### src/rtl/iir_pkg.sv
// Shared widths and constant helpers for the IIR cascade output path.
package iir_pkg;

  localparam int BITWIDTH  = 32;
  localparam int OUT_WIDTH = 16;
  localparam int SHIFT     = 20;

  function automatic int clog2(input int n);
    int r;
    r = 0;
    while ((1 << r) < n) r++;
    return r;
  endfunction

  // Largest and smallest value representable in a w-bit two's-complement word.
  function automatic longint sat_max(input int w);
    return (longint'(1) << (w - 1)) - 1;
  endfunction

  function automatic longint sat_min(input int w);
    return -(longint'(1) << (w - 1));
  endfunction

endpackage

### src/rtl/sync_fifo.sv
// Synchronous FIFO with extra-bit pointers; pushes into a full FIFO are only
// accepted alongside a pop, and pops of an empty FIFO are ignored.
module sync_fifo
  import iir_pkg::*;
#(
  parameter int width = 16,
  parameter int depth = 8
) (
  input  logic                   clk,
  input  logic                   rst_n,
  input  logic                   push,
  input  logic                   pop,
  input  logic [width-1:0]       din,
  output logic [width-1:0]       dout,
  output logic                   full,
  output logic                   empty,
  output logic [clog2(depth):0]  level
);

  localparam int aw = clog2(depth);

  logic [width-1:0] mem [depth];
  logic [aw:0]      wr_ptr;
  logic [aw:0]      rd_ptr;
  logic             do_push;
  logic             do_pop;

  assign empty   = (wr_ptr == rd_ptr);
  assign full    = (wr_ptr[aw] != rd_ptr[aw]) && (wr_ptr[aw-1:0] == rd_ptr[aw-1:0]);
  assign level   = wr_ptr - rd_ptr;
  assign do_pop  = pop && !empty;
  assign do_push = push && (!full || do_pop);
  // Head reads as zero when nothing is queued, so reset shows a clean bus.
  assign dout    = empty ? '0 : mem[rd_ptr[aw-1:0]];

  always_ff @(posedge clk) begin
    if (do_push) mem[wr_ptr[aw-1:0]] <= din;
  end

  always_ff @(posedge clk or negedge rst_n) begin
    if (!rst_n) begin
      wr_ptr <= '0;
      rd_ptr <= '0;
    end else begin
      if (do_push) wr_ptr <= wr_ptr + (aw + 1)'(1);
      if (do_pop)  rd_ptr <= rd_ptr + (aw + 1)'(1);
    end
  end

endmodule

### src/rtl/iir_output_stage.sv
// Rescale (round + arithmetic shift), saturate and decimate the IIR accumulator
// output, then queue kept samples behind a valid/ready stream.
module iir_output_stage
  import iir_pkg::*;
#(
  parameter int bitwidth   = BITWIDTH,
  parameter int out_width  = OUT_WIDTH,
  parameter int shift      = SHIFT,
  parameter int decim      = 4,
  parameter int fifo_depth = 8
) (
  input  logic                              clk,
  input  logic                              rst_n,
  input  logic                              in_en,
  input  logic signed [bitwidth-1:0]        y_in,
  input  logic                              clr,
  output logic signed [out_width-1:0]       out_data,
  output logic                              out_valid,
  input  logic                              out_ready,
  output logic [clog2(fifo_depth):0]        level,
  output logic                              sat_flag,
  output logic                              ovf_flag
);

  localparam int cw = (decim > 1) ? clog2(decim) : 1;

  // One guard bit above the input keeps the rounding bias from wrapping.
  typedef logic signed [bitwidth:0] ext_t;

  localparam ext_t sat_hi = ext_t'(sat_max(out_width));
  localparam ext_t sat_lo = ext_t'(sat_min(out_width));
  localparam ext_t bias   = (shift > 0) ? (ext_t'(1) <<< ((shift > 0) ? shift - 1 : 0)) : ext_t'(0);

  function automatic ext_t round_shift(input logic signed [bitwidth-1:0] x);
    ext_t s;
    s = ext_t'(x) + bias;
    return s >>> shift;
  endfunction

  function automatic logic signed [out_width-1:0] saturate(input ext_t r);
    if (r > sat_hi) return sat_hi[out_width-1:0];
    if (r < sat_lo) return sat_lo[out_width-1:0];
    return r[out_width-1:0];
  endfunction

  ext_t                         r_p0;
  logic                         clip_p0;
  logic [cw-1:0]                cnt;
  logic signed [out_width-1:0]  data_p1;
  logic                         vld_p1;
  logic                         full;
  logic                         empty;
  logic                         pop;

  assign r_p0    = round_shift(y_in);
  assign clip_p0 = (r_p0 > sat_hi) || (r_p0 < sat_lo);

  // Stage 1: rounded/saturated sample registered, kept only at phase 0.
  always_ff @(posedge clk or negedge rst_n) begin
    if (!rst_n) begin
      cnt     <= '0;
      data_p1 <= '0;
      vld_p1  <= 1'b0;
    end else begin
      vld_p1 <= in_en && (cnt == '0);
      if (in_en) begin
        data_p1 <= saturate(r_p0);
        cnt     <= (cnt == cw'(decim - 1)) ? '0 : cnt + cw'(1);
      end
    end
  end

  // Stage 2: FIFO write; a kept sample is lost only if full with no pop.
  assign pop       = out_ready && !empty;
  assign out_valid = !empty;

  sync_fifo #(
    .width (out_width),
    .depth (fifo_depth)
  ) u_fifo (
    .clk   (clk),
    .rst_n (rst_n),
    .push  (vld_p1),
    .pop   (out_ready),
    .din   (data_p1),
    .dout  (out_data),
    .full  (full),
    .empty (empty),
    .level (level)
  );

  // Sticky flags: a set event in the same cycle as clr takes precedence.
  always_ff @(posedge clk or negedge rst_n) begin
    if (!rst_n) begin
      sat_flag <= 1'b0;
      ovf_flag <= 1'b0;
    end else begin
      sat_flag <= (sat_flag && !clr) || (in_en && clip_p0);
      ovf_flag <= (ovf_flag && !clr) || (vld_p1 && full && !pop);
    end
  end

endmodule

### config.mk
export PLATFORM = sky130hd
export DESIGN_NAME = iir_output_stage
export DESIGN_NICKNAME = d
export VERILOG_FILES = /design/src/rtl/iir_pkg.sv /design/src/rtl/sync_fifo.sv /design/src/rtl/iir_output_stage.sv
export SDC_FILE = /design/constraint.sdc
export NUM_CORES = 1
export LEC_CHECK = 0
export CAP_MARGIN = 30
export CELL_PAD_IN_SITES_DETAIL_PLACEMENT = 1
export CELL_PAD_IN_SITES_GLOBAL_PLACEMENT = 1
export CORE_MARGIN = 3
export CORE_UTILIZATION = 48
export DETAILED_ROUTE_END_ITERATION = 12
export PLACE_DENSITY_LB_ADDON = 0.1
export SETUP_SLACK_MARGIN = 0.4
export SYNTH_ARGS = -nofsm -noshare
export SYNTH_HDL_FRONTEND = slang
export SYNTH_SLANG_ARGS = --single-unit
### constraint.sdc
create_clock -name clk -period 3.7 [get_ports clk]
set_input_delay 0.37 -clock clk [delete_from_list [all_inputs] [get_ports clk]]
set_output_delay 0.37 -clock clk [all_outputs]
set_load 0.05 [all_outputs]
### After elaboration in Yosys (flattened, before gate mapping)

Memories as Yosys holds them, arrays and structs flattened.
Index checks and enable logic that the tools add are counted.

* output and inout bits: 23
* word-level logic and storage cells: 50
* memories kept: 1
* memory bits (writable): 128
* input bits: 37
* flip-flop bits (word level): 29

Memory list
* u_fifo.mem: words 8, width 16, rd ports 1, clocked after Yosys merged registers in 0, wr ports 1, line sync_fifo.sv:22 `logic [width-1:0] mem [depth];`

* mux-type cells: 13
* add/subtract/negate cells: 5
* reduce and logical (&&, ||, !) cells: 18
* order comparisons: 2
* eq/ne operators: 4

Operators by type and width (number)
* 2-to-1 mux 16 bit: 5
* adder 32 x 21 -> 33 bit (second input constant): 1
* greater-than comparator 13 x 16 -> 1 bit (second input constant): 1
* < comparator 13 x 16 -> 1 bit (second input constant): 1
* logical AND 1 bit: 9
* adder 4 x 1 -> 4 bit (second input constant): 2
* 2-to-1 mux 1 bit: 7
* equality test 4 bit: 1
* logical NOT 1 bit: 4
* logical OR 1 bit: 4
* subtractor 4 bit: 1
* equality test 3 bit: 1
* adder 2 x 1 -> 2 bit (second input constant): 1
* equality test 2 bit (second input constant): 1
* logical NOT 2 bit: 1
* 2-to-1 mux 2 bit: 1
* != test 1 bit: 1

### Logic depth before layout (Yosys ltp)

Gate-level depths: netlist of run 1.

* depth in word-level cells: 8
* gate-level depth with buffers: 7
* mapped depth without buffers: 6

### Modules after synthesis

Synthesis of run 1 repeated with hierarchy kept, for this count alone.

* cell total of the unflattened synthesis: 380
* area total of the unflattened synthesis: 6381.1 sq um

Modules (own cells, without submodules)
* sync_fifo: seq. area each 4043.9 sq um, area an instance 5429.0 sq um, times used 1, cells an instance 279
* iir_output_stage: seq. area each 475.5 sq um, area an instance 952.2 sq um, times used 1, cells an instance 101

### Least setup slack after synthesis of run 1

No wires, ideal clock.

* path type: reg-to-reg
* start point: register u_fifo.rd_ptr[1]
* end point: memory u_fifo.mem[1][0], enable pin
* period minus slack after synthesis: 3.215 ns
* cell stages (with the launch flop): 7
* library setup time: 0.421 ns
* data arrival time: 2.794 ns
* slack: 0.485 ns
* buffers on the path: 1
* required time: 3.279 ns
* path through: dfrtp_1 -> buf_1 -> inv_1 -> ha_1 -> nand3_1 -> nor3_4 -> nor4_1

* word-level cells in the longest chain between the ends: 7
* elaborated cells on any way between the ends: 10
* those cells by class: 2 x eq/ne; 2 x mux; 6 x reduce/logical

Ends and longest elaborated chain
* from (decl): line sync_fifo.sv:24 `logic [aw:0] rd_ptr;`
* from (signal assigned): line sync_fifo.sv:46 `if (do_pop) rd_ptr <= rd_ptr + (aw + 1)'(1);`
* equality test 4 bit / equality test 3 bit (equally long branches): line sync_fifo.sv:28, sync_fifo.sv:29
* logical NOT 1 bit / logical AND 1 bit (equally long branches): line sync_fifo.sv:31, sync_fifo.sv:29
* logical AND 1 bit / logical NOT 1 bit (equally long branches): line sync_fifo.sv:31, sync_fifo.sv:32
* logical OR 1 bit *: line sync_fifo.sv:32 `assign do_push = push && (!full || do_pop);`
* logical AND 1 bit *: line sync_fifo.sv:32
* 2-to-1 mux 1 bit *: line sync_fifo.sv:37 `if (do_push) mem[wr_ptr[aw-1:0]] <= din;`
* 2-to-1 mux 1 bit (not written as such) *: line sync_fifo.sv:37
* to (decl): line sync_fifo.sv:22

Every way passes the cells marked *; elsewhere a longest branch is shown, timed or not.

### Worst setup path after layout of run 1

* start point: register u_fifo.wr_ptr[1]
* end point: output level[3]

* word-level cells in the longest chain between the ends: 1

Ends and longest elaborated chain
* from (decl): line sync_fifo.sv:23 `logic [aw:0] wr_ptr;`
* from (signal assigned): line sync_fifo.sv:45 `if (do_push) wr_ptr <= wr_ptr + (aw + 1)'(1);`
* subtractor 4 bit: line sync_fifo.sv:30 `assign level = wr_ptr - rd_ptr;`
* to (decl): line iir_output_stage.sv:20 `output logic [clog2(fifo_depth):0] level,`

Every way passes these cells.

==> results of run 1 <==
-- synth_stat cells, drive strengths merged --
cell type,number
edfxtp,112
mux4,28
dfrtp,27
inv,26
nand3,24
o21ai,19
nor2,17
nand2,13
xnor2,13
a21oi,12
buf,11
ha,8
nor3,7
xor2,7
clkbuf,4
mux2,3
nand4,3
nor4,3
and3,2
a21o,1
and2,1
and4,1
fa,1
nand2b,1
nor2b,1
o31ai,1
or4,1
-- stage by stage --
step / total power [mW] / instance area [um2]
CTS: 6.63 / 6980
finish: 6.55 / 6980
detailed placement: 4.96 / 6390
global route: 6.86 / 6980
global placement: 4.88 / 6390
floorplan: 4.15 / 5810
-- final cells by class --
| type | count | share of cell area |
|---|---|---|
| flip-flops and latches | 139 | 0.579 |
| multi-input cells | 167 | 0.232 |
| clock buffers | 25 | 0.0710 |
| repair buffers | 53 | 0.0656 |
| well taps | 143 | 0.0256 |
| inverters | 26 | 0.0140 |
| clock inverters | 7 | 0.0131 |
-- worst max-delay path, stage by stage, from the launching register on --
cell and delay (ns):
dfrtp_1 0.48, ha_1 0.39, a21o_1 0.18, a21oi_1 0.18, xnor2_1 0.13, clkdlybuf4s50_1 0.81
-- worst min path at each step --
stage / slack (ns) / startpoint / endpoint / cells past startpoint
3_5_place_dp: 0.50 / sat_flag / sat_flag / 1
5_1_grt: 0.36 / rst_n / vld_p1 / 2
4_1_cts: 0.35 / rst_n / u_fifo.rd_ptr[3] / 2
2_1_floorplan: 0.07 / rst_n / cnt[0] / 0
6_report: 0.34 / rst_n / vld_p1 / 2
3_3_place_gp: 0.49 / sat_flag / sat_flag / 1
-- flip-flops by register name, summed over array words and instances (netlist names) --
| register | flops |
|---|---|
| data_p1 | 14 |
| u_fifo.wr_ptr | 4 |
| sat_flag | 1 |
| u_fifo.mem | 112 |
| vld_p1 | 1 |
| ovf_flag | 1 |
| cnt | 2 |
| u_fifo.rd_ptr | 4 |
-- cells by family (layout without fill, tap and decap cells) --
kind of cell,Yosys count,in the layout,share of synthesized area
buffers and inverters,41,111,0.0310
XOR/XNOR,20,20,0.0314
AO/OA/AOI/OAI,33,33,0.0366
multiplexers,31,31,0.115
adder cells (fa/ha/maj),9,9,0.0207
AND/OR/NAND/NOR,74,74,0.0702
flip-flops,139,139,0.695
-- power breakdown --
part           leakage [nW]  switching [mW]  internal [mW]
logic                 0.892            1.86           1.00
registers              1.32           0.146           1.89
clock network         0.287           0.592           1.06
-- routing by layer --
| metal | global-route usage | vias to the layer above | part of all wire |
|---|---|---|---|
| met2 | 0.328 | 70 | 0.52 |
| met1 | 0.263 | 1605 | 0.44 |
| met3 | 0.0595 | 7 | 0.041 |
| li1 | - | 1432 | - |
| met4 | 0.0464 | 0 | 0.0054 |
| met5 | 0 | - | 0 |
==> results.json, run 1 <==
{
  "hold_buffers": 0,
  "irDropWorstVdd_mv": 0.377,
  "mostFrequentLayoutCells": "edfxtp_1, buf_4, mux4_2, inv_1, dfrtp_1",
  "place.gp.congestion": 0.725,
  "grt_pass1_vias": 3348,
  "ff_latch_area_um2": 4040,
  "tritoncts": "yes",
  "numCtsBuffers": 17,
  "rrSetupSlack_ns": 1.23,
  "grt_util_all_layers": 0.199,
  "slew_headroom": 0.341,
  "yosys_warnings": 0,
  "timing.final.crit_share": 0.802,
  "die_area_um2": 13500,
  "cts_resized": 0,
  "r2r_end": "u_fifo.mem[2][4]",
  "routed_wl_um": 12100,
  "drc": 0,
  "maxCapViolations": 0,
  "power_density_nw_per_um2": 938,
  "post-route-util": 0.601,
  "hold_class": "in -> async",
  "drt_first_pass_iters": 4,
  "ys_types": 41,
  "die_w_um": 116,
  "io_buffers": 40,
  "ys_seq_area_frac": 0.695,
  "stdcell_count": 560,
  "ys_ff_latch": 139,
  "crit_start": "u_fifo.wr_ptr[1]",
  "critPathCapture": "level[3]",
  "path_max_fanout": 8,
  "root_buffer": "clkbuf_16",
  "leakage_nw": 2.50,
  "hold_viol": 0,
  "slew_violations": 0,
  "netlist_area_um2": 5810,
  "antenna_found_initial": 0,
  "clkLatencyLatePin_ns": 0.41,
  "worstSetupPathType": "reg -> out",
  "rsz0062_at_grt": "false",
  "r2r-start": "u_fifo.wr_ptr[2]",
  "initial_core_util": 0.500,
  "status": "completed",
  "clock.fmax_mhz": 337,
  "crit_path_start_kind": "flop",
  "row_count": 39,
  "fin_tns_setup_ns": 0,
  "dp.final_hpwl_um": 7460,
  "worst_pin_slew_ns": 0.985,
  "avgSynthCellArea_um2": 16.7,
  "grt_max_degree": 32,
  "min_period_ns": 2.97,
  "grt_pass1_wl_um": 19300,
  "io_pins": 60,
  "drt_iter0_markers": 207,
  "end_kind": "output port",
  "setup_ws_ns": 0.731,
  "post_drt_wl_per_cell_um": 21.6,
  "synth_cells": 347,
  "fp.dieH_um": 116,
  "area_growth_pct": 20.1,
  "fin_nets": 450,
  "core_area_um2": 11600,
  "synth_top_area_cell": "edfxtp_1",
  "htreeDepth": 4,
  "multiInputGateArea_um2": 1620,
  "crit_arrival_ns": 2.60,
  "grt_overflow": 0,
  "layout_commonest_cell": "edfxtp_1",
  "num_vias": 3114,
  "dp_cells": 528,
  "diodes": 0,
  "post-cts-setup-buffers": 0,
  "cts_max_path_buffers": 2,
  "dp_slack_ns": 1.16,
  "synth.area.top_cells": "edfxtp_1, dfrtp_1, mux4_2",
  "ant_nets": 0,
  "fillCellCount": 1054,
  "synth_fp_nets": 393,
  "clock-skew-final_ns": 0.00742,
  "r2r_cells": 5,
  "cp.required_ns": 3.33,
  "whs_ns": 0.343,
  "clk_pin_slew_ns": 0.05,
  "synth.top_cell.area_share": 0.579,
  "routed_via_density": 5.56,
  "drive_gt1_frac": 0.269,
  "cts.sinks": 139,
  "setup_viol": 0
}
(Power assumes the default switching activity.)
==> inputs of run 2 (changes only) <==
Settings changed: CORE_UTILIZATION 48 to 43.
Clock period 3.7 ns to 2.6 ns, I/O delays scaled along.
==> results.json, run 2 (synthesized netlist as in run 1, its figures left out) <==
{
  "end_kind": "output port",
  "ff_latch_area_um2": 4040,
  "clock.fmax_mhz": 427,
  "clkLatencyLatePin_ns": 0.42,
  "clock-skew-final_ns": 0.0114,
  "post-route-util": 0.598,
  "worst-path-buf-inv": 4,
  "diodes": 0,
  "grt_pass1_vias": 3507,
  "worst_pin_slew_ns": 0.525,
  "fp.dieH_um": 122,
  "p_clk_frac": 0.199,
  "cp_common_cell": "buf_12",
  "numCtsBuffers": 17,
  "multiInputGateArea_um2": 1800,
  "slew_violations": 0,
  "crit_arrival_ns": 2.08,
  "hold_viol": 0,
  "timing.final.crit_share": 0.901,
  "combPwrFrac": 0.542,
  "fin_nets": 476,
  "fillCellCount": 1182,
  "power_density_nw_per_um2": 1440,
  "layout_commonest_cell": "edfxtp_1",
  "num_vias": 3230,
  "p_seq_frac": 0.260,
  "drt_iter0_markers": 269,
  "area_growth_pct": 33.1,
  "cp.required_ns": 2.34,
  "slew_headroom": 0.649,
  "drc": 0,
  "min_period_ns": 2.34,
  "leakage_nw": 2.78,
  "placed_area_um2": 6810,
  "final_area_um2": 7740,
  "cts.sinks": 139,
  "tritoncts": "yes",
  "place.gp.congestion": 0.723,
  "cp_cell_sequence": "buf_12 > buf_12 > buf_16 > mux4_2 > nand3_2 > o21ai_4 > buf_12",
  "status": "completed",
  "htreeDepth": 4,
  "largest_reg_flops": 112,
  "io_buffers": 40,
  "grt_pass1_wl_um": 20400,
  "drt_first_pass_iters": 4,
  "worstSetupPathType": "reg -> out",
  "grt_max_degree": 28,
  "power.share.switching": 0.378,
  "crit_family": "buffers and inverters",
  "rsz0062_at_grt": "true",
  "hold_class": "in -> async",
  "die_w_um": 122,
  "switchingPower_mw": 4.21,
  "routed_wl_um": 12800,
  "initial_core_util": 0.449,
  "path_max_fanout": 6,
  "dp.final_hpwl_um": 7900,
  "routed_via_density": 5.25,
  "core_area_um2": 12900,
  "power_mw": 11.1,
  "row_count": 41,
  "internal_power_mw": 6.93,
  "grt_overflow": 0,
  "crit_path_start_kind": "flop",
  "setup_viol": 0,
  "ant_nets": 0,
  "fin_tns_setup_ns": 0,
  "critPathSlowestCell": "mux4_2",
  "hold_buffers": 0,
  "cts_max_path_buffers": 2,
  "clk_pin_slew_ns": 0.05,
  "worst_path_largest_cell_delay_ns": 0.52,
  "io_pins": 60,
  "grt_util_all_layers": 0.191,
  "maxCapViolations": 0,
  "die_area_um2": 14900,
  "post_drt_wl_per_cell_um": 20.8,
  "antenna_found_initial": 0,
  "irDropWorstVdd_mv": 0.588,
  "drive_gt1_frac": 0.375,
  "root_buffer": "clkbuf_16",
  "mostFrequentLayoutCells": "edfxtp_1, mux4_2, buf_4, buf_12, dfrtp_1"
}
run 2: changes by cell type in the layout (fill, tap and decap cells not counted), sizes merged:
cell           delta
clkinvlp          +1
clkdlybuf4s50     -5
buf              +31
bufinv            -1
run 2: cell type report:
class	instances	share of cell area
clock buffer	25	0.0615
clock inverter	7	0.00890
inverter	26	0.0126
multi-input combinational	167	0.233
sequential	139	0.523
tap	172	0.0278
timing repair buffer	79	0.134
run 2: layer usage:
layer / GRT usage / up-vias / wire length, um
met5: 0 / - / 0
met1: 0.255 / 1663 / 5660
met3: 0.0512 / 6 / 598
met4: 0.0630 / 0 / 88
met2: 0.306 / 73 / 6470
li1: - / 1488 / -
run 2: what timing repair did:
item	CTS	global route
buffers inserted	13	3
pin swaps	7	5
setup endpoints to repair	30	43
gates resized for setup	28	8
gates cloned	2	0
run 2: power groups by stage:
stage | clock network [mW] | registers [mW] | logic (mW)
global route | 2.37 | 2.92 | 6.39
global placement | 0 | 2.91 | 5.24
detailed placement | 0 | 2.94 | 5.32
CTS | 2.25 | 2.88 | 5.99
floorplan | 0 | 2.90 | 3.14
finish | 2.21 | 2.89 | 6.04
run 2: path summary, 6_finish.rpt:
kind	startpoint	end	slack [ns]	cells past startpoint
worst max-delay path	u_fifo.rd_ptr[0]	out_data[10]	0.26	7
worst min-delay path	rst_n	cnt[0]	0.23	2
worst max register to register	u_fifo.rd_ptr[0]	u_fifo.wr_ptr[1]	0.51	6
worst min register to register	sat_flag	sat_flag	0.53	1
max in group asynchronous	rst_n	u_fifo.rd_ptr[0]	2.05	2
min in group clk	clr	sat_flag	0.42	2
run 2: per-stage QoR:
| stage | setup WS [ns] | hold WS [ns] | std cells |
|---|---|---|---|
| 3_5_place_dp | 0.379 | 0.519 | 565 |
| 4_1_cts | 0.254 | 0.234 | 612 |
| 5_1_grt | 0.193 | 0.255 | 615 |
| 6_report | 0.258 | 0.226 | 615 |
| 3_3_place_gp | 0.406 | 0.481 | 565 |
| 2_1_floorplan | 0.383 | -0.0356 | 347 |
